<file path="config.mk">
export PLATFORM = sky130hd
export DESIGN_NAME = uart_tx_arbiter
export DESIGN_NICKNAME = d
export VERILOG_FILES = /design/src/rtl/uart_tx_arbiter.sv
export SDC_FILE = /design/constraint.sdc
export NUM_CORES = 1
export LEC_CHECK = 0
export ABC_CLOCK_PERIOD_IN_PS = 2300
export BUFFER_PORTS_ARGS = -buffer_cell sky130_fd_sc_hd__clkbuf_2
export CAP_MARGIN = 20
export CORE_UTILIZATION = 49
export CTS_CLUSTER_DIAMETER = 80
export DETAILED_ROUTE_END_ITERATION = 16
export GPL_TIMING_DRIVEN = 0
export PLACE_DENSITY = 0.8
export SYNTH_ARGS = -nofsm -noshare
export SYNTH_HDL_FRONTEND = slang
export SYNTH_SLANG_ARGS = --single-unit
export TNS_END_PERCENT = 50
</file>
<file path="constraint.sdc">
create_clock -name i_clk -period 2.3 [get_ports i_clk]
set_clock_uncertainty 0.1 [all_clocks]
set_input_delay 0 -clock i_clk [delete_from_list [all_inputs] [get_ports i_clk]]
set_output_delay 0 -clock i_clk [all_outputs]
set_load 0.01 [all_outputs]
</file>
<file path="src/rtl/uart_tx_arbiter.sv">
// uart_tx_arbiter: round-robin arbiter sharing one uart_tx serializer among
// N_CLIENTS valid/ready byte streams.
// Optional feature: define UART_ARB_LOCK_EN to compile in packet locking, which
// keeps a multi-byte packet (terminated by i_last) contiguous on the line.
module uart_tx_arbiter #(
  parameter int unsigned N_CLIENTS = 4
) (
  input  logic                   i_clk,
  input  logic                   i_rst_n,
  input  logic [N_CLIENTS-1:0]   i_valid,
  input  logic [8*N_CLIENTS-1:0] i_data,
  input  logic [N_CLIENTS-1:0]   i_last,
  output logic [N_CLIENTS-1:0]   o_ready,
  output logic [N_CLIENTS-1:0]   o_grant,
  output logic                   o_write,
  output logic [7:0]             o_data,
  input  logic                   i_busy,
  output logic                   o_active
);

  localparam int unsigned PtrW = $clog2(N_CLIENTS);
  localparam logic [N_CLIENTS-1:0] OneHot0 = {{(N_CLIENTS-1){1'b0}}, 1'b1};

  typedef enum logic [1:0] {StIdle, StLoad, StIssue, StDrain} state_e;

  state_e               r_state;
  logic [PtrW-1:0]      r_rr_ptr;
  logic [PtrW-1:0]      r_owner;
  logic [N_CLIENTS-1:0] r_grant;
  logic [N_CLIENTS-1:0] r_ready;
  logic                 r_write;
  logic [7:0]           r_data;

  logic [N_CLIENTS-1:0] w_elig;
  logic                 w_found;
  logic [PtrW-1:0]      w_win;
  logic [31:0]          w_cand;
  logic [N_CLIENTS-1:0] w_win_oh;
  logic [7:0]           w_byte;
  logic [PtrW-1:0]      w_ptr_next;

`ifdef UART_ARB_LOCK_EN
  logic r_locked;
  logic r_last;
  logic w_last;

  // While a packet is in flight only its owner may win.
  assign w_elig   = r_locked ? (i_valid & r_grant) : i_valid;
  assign o_active = (r_state != StIdle) || r_locked;
`else
  logic w_unused_last;

  assign w_elig        = i_valid;
  assign w_unused_last = ^i_last;
  assign o_active      = (r_state != StIdle);
`endif

  // Round-robin search: first eligible client at or above the pointer, wrapping.
  always_comb begin
    w_found = 1'b0;
    w_win   = '0;
    w_cand  = '0;
    for (int unsigned i = 0; i < N_CLIENTS; i++) begin
      w_cand = 32'(r_rr_ptr) + i;
      if (w_cand >= N_CLIENTS) w_cand = w_cand - N_CLIENTS;
      if (!w_found && w_elig[w_cand[PtrW-1:0]]) begin
        w_found = 1'b1;
        w_win   = w_cand[PtrW-1:0];
      end
    end
  end

  // Select the owner's byte (and end-of-packet flag) for the LOAD capture.
  always_comb begin
    w_byte = '0;
`ifdef UART_ARB_LOCK_EN
    w_last = 1'b0;
`endif
    for (int unsigned k = 0; k < N_CLIENTS; k++) begin
      if (r_owner == PtrW'(k)) begin
        w_byte = i_data[8*k +: 8];
`ifdef UART_ARB_LOCK_EN
        w_last = i_last[k];
`endif
      end
    end
  end

  assign w_win_oh   = OneHot0 << w_win;
  // Explicit wrap so non-power-of-two client counts work.
  assign w_ptr_next = (r_owner == PtrW'(N_CLIENTS - 1)) ? '0 : r_owner + 1'b1;

  // Arbitration FSM with registered outputs.
  always_ff @(posedge i_clk or negedge i_rst_n) begin
    if (!i_rst_n) begin
      r_state  <= StIdle;
      r_rr_ptr <= '0;
      r_owner  <= '0;
      r_grant  <= '0;
      r_ready  <= '0;
      r_write  <= 1'b0;
      r_data   <= '0;
`ifdef UART_ARB_LOCK_EN
      r_locked <= 1'b0;
      r_last   <= 1'b0;
`endif
    end else begin
      case (r_state)
        StIdle: begin
          // The busy gate also covers a serializer still finishing after reset.
          if (!i_busy && w_found) begin
            r_grant <= w_win_oh;
            r_ready <= w_win_oh;
            r_owner <= w_win;
            r_state <= StLoad;
          end
        end
        StLoad: begin
          r_ready <= '0;
          r_data  <= w_byte;
`ifdef UART_ARB_LOCK_EN
          r_last  <= w_last;
`endif
          r_write <= 1'b1;
          r_state <= StIssue;
        end
        StIssue: begin
          // uart_tx only samples on its baud tick; hold until it reports busy.
          if (i_busy) begin
            r_write <= 1'b0;
            r_state <= StDrain;
          end
        end
        StDrain: begin
          if (!i_busy) begin
            r_data  <= '0;
            r_state <= StIdle;
`ifdef UART_ARB_LOCK_EN
            if (!r_last) begin
              r_locked <= 1'b1;
            end else begin
              r_locked <= 1'b0;
              r_rr_ptr <= w_ptr_next;
              r_grant  <= '0;
            end
`else
            r_rr_ptr <= w_ptr_next;
            r_grant  <= '0;
`endif
          end
        end
        default: r_state <= StIdle;
      endcase
    end
  end

  assign o_ready = r_ready;
  assign o_grant = r_grant;
  assign o_write = r_write;
  assign o_data  = r_data;

endmodule

</file>
==> impl_metrics.toml <==
[drt]
vias_per_cell = 5.49
wl_per_cell_um = 13.0
route.detailed.drc = 0
drtIter0Drc = 58
ant_nets = 0
drtPass1Iterations = 4
routed_wl_mm = 3.86
vias = 1636

[grt]
grt_antenna_before_repair = 0
grt.overflow.total = 0
grt_max_degree = 24
grt_pass1_wl_mm = 6.50
grt_usage_pct = 24.5
grt_pass1_vias = 1434

[yosys]
synth_top_area_share_pct = 36.7
synth_xor_area_share_pct = 0
synth-seq-area-share_pct = 36.7
synth.avg_cell_area_sq_um = 8.75
synth_edf_count = 0
yosys-mux-area-fraction_pct = 2.32
synth_warnings = 0
synthArstFlopShare_pct = 100
synthAdderAreaFrac_pct = 7.19
synth_ff_type = "dfrtp_1"
synthSimpleGateAreaFrac_pct = 22.7
ys_top_cells_by_area = "dfrtp_1 37%, ha_1 7.2%, o21ai_0 5.4%, nand2_1 4.6%, a221o_1 4.5%"
synth_compound_area_share_pct = 25.9
synth_seq_cells = 23
synth_fp_nets = 231
synth_top_family_by_area = "compound AO/OA/AOI/OAI gates"
syn_area_sq_mm = 0.00157
netlist_instances = 179
yosys.area.top_type = "dfrtp_1"
ys_types = 40

[clock_tree]
clockBufferDepth = 2
cts_sinks = 23
holdBufCountCts = 17
post-cts-setup-buffer-count = 0
path_clk_slew_ps = 120
h-tree-depth = 1
cts_resized = 0
clk_latency_ps = 310
numCtsBuffers = 3
cts_tree = "done"
cts_root_buf = "clkbuf_4"

[pwr]
p_per_area_mw_per_mm2 = 1040
p_leak_nw = 0.980
vdd_drop_max_uv = 611
power_mw = 2.18

[sta]
setup_viol = 0
finalCriticalPeriod_ps = 2120
relSlewSlack_pct = 62.1
hold_slack_ps = 6.72
worst_slew_pin_slew_ps = 569
rsz0062_at_grt = "false"
hold_viol = 0
setup_tns_ps = 0
period_share_pct = 92.3
slew_violations = 0
fmax_ghz = 0.471

[layout]
fin_nets = 307
synthToLayoutAreaGrowth_pct = 33.4
fillers = 265
multi_input_comb_area_sq_um = 910
layout-drive-gt1-share_pct = 26.8
regArea_sq_um = 576
n_antenna_cell = 0
final_util_pct = 68.4
final_common_cell = "clkbuf_2"
final_cells = 298
layout_common_cells = "54 x clkbuf_2, 23 x dfrtp_1, 19 x nand2_1"

[run_status]
status = "finished clean"

[placed_design]
dp.cells = 277
dp_hpwl_mm = 2.80
port_buffers = 54
place_congestion = 0.775

[run]
maxCapViolations = 0

[floorplanning]
die_h_um = 58.5
ios = 61
fp.dieW_um = 58.5
coreArea_sq_mm = 0.00305
die-area_sq_mm = 0.00343
rows = 20
initial_core_util_pct = 51.3

[worst_setup_path]
critPathMaxFanout = 10
cp-start-kind = "flop"
cp.required_ps = 2460
rr_worst_depth = 7
worstSetupPathType = "flop to flop"
crit_path_end_kind = "flop"
arrival_ps = 2280

[min_path]
hold_depth = 5
hold_class = "input pin to flop"
synthesized netlist by cell type, types with 2 or more instances:
master / count
o211ai_1: 3
o2bb2ai_1: 2
buf_2: 2
nor3_1: 3
a2bb2oi_1: 2
inv_1: 8
nor2b_1: 6
o21ai_0: 17
or3_1: 2
nor2_1: 9
clkbuf_1: 6
a21oi_1: 10
nand3_1: 12
o21ai_1: 3
o31ai_1: 2
nand2_1: 19
a221o_1: 7
ha_1: 9
dfrtp_1: 23
a22oi_1: 7
nand2b_1: 8
final timing paths:
path | slack (ps) | from | endpoint
max | 180 | r_owner[1]$_DFFE_PN0P_ | o_data[5]$_DFFE_PN0P_
min | 7 | i_data[10] | o_data[2]$_DFFE_PN0P_
max reg2reg | 180 | r_owner[1]$_DFFE_PN0P_ | o_data[5]$_DFFE_PN0P_
min reg2reg | 400 | o_grant[1]$_DFFE_PN0P_ | o_grant[1]$_DFFE_PN0P_
max in group asynchronous | 1640 | i_rst_n | o_data[2]$_DFFE_PN0P_
min in group asynchronous | 90 | i_rst_n | o_grant[0]$_DFFE_PN0P_
critical path: stages (launching register included):
cell and delay, ps:
dfrtp_1 430, inv_1 80, ha_1 190, buf_2 180
nor2b_1 410, a22oi_1 170, o21ai_0 310, a221o_1 200
metrics by stage:
step / area [sq um] / setup slack (ps)
2_1_floorplan: 1570 / 544
3_3_place_gp: 1890 / 403
3_5_place_dp: 1890 / 341
4_1_cts: 2090 / 309
5_1_grt: 2090 / 55.4
6_report: 2090 / 176
power breakdown:
part	leakage (nW)	internal, mW	switching (mW)
Sequential	0.297	0.567	0.146
Combinational	0.665	0.552	0.725
Clock	0.0177	0.0651	0.121
metal layers:
layer  GRT usage (%)  wire length (um)
met1            34.0              1720
met5               0                 0
met2            40.6              1880
met3            2.86               231
met4            7.14                35
area by class of cell:
cell class / instances / area share [%]
Inverter: 8 / 1.44
Clock buffer: 3 / 1.08
Buffer: 10 / 2.46
Clock inverter: 1 / 0.240
Timing Repair Buffer: 71 / 21.1
Sequential cell: 23 / 27.5
Tap cell: 44 / 2.63
Multi-Input combinational cell: 138 / 43.5
flip-flops by register name (all words and copies together), names as in the netlist:
name	cells
r_state	2
r_owner	2
r_rr_ptr	2
o_data	8
o_write	1
o_ready	4
o_grant	4
cells by family after synthesis:
kind of cell	Yosys count
AND/OR/NAND/NOR	67
AO/OA/AOI/OAI	59
flip-flops	23
buffers and inverters	18
adder cells (fa/ha/maj)	9
multiplexers	3
No activity file was read; power rests on OpenSTA's default activity.
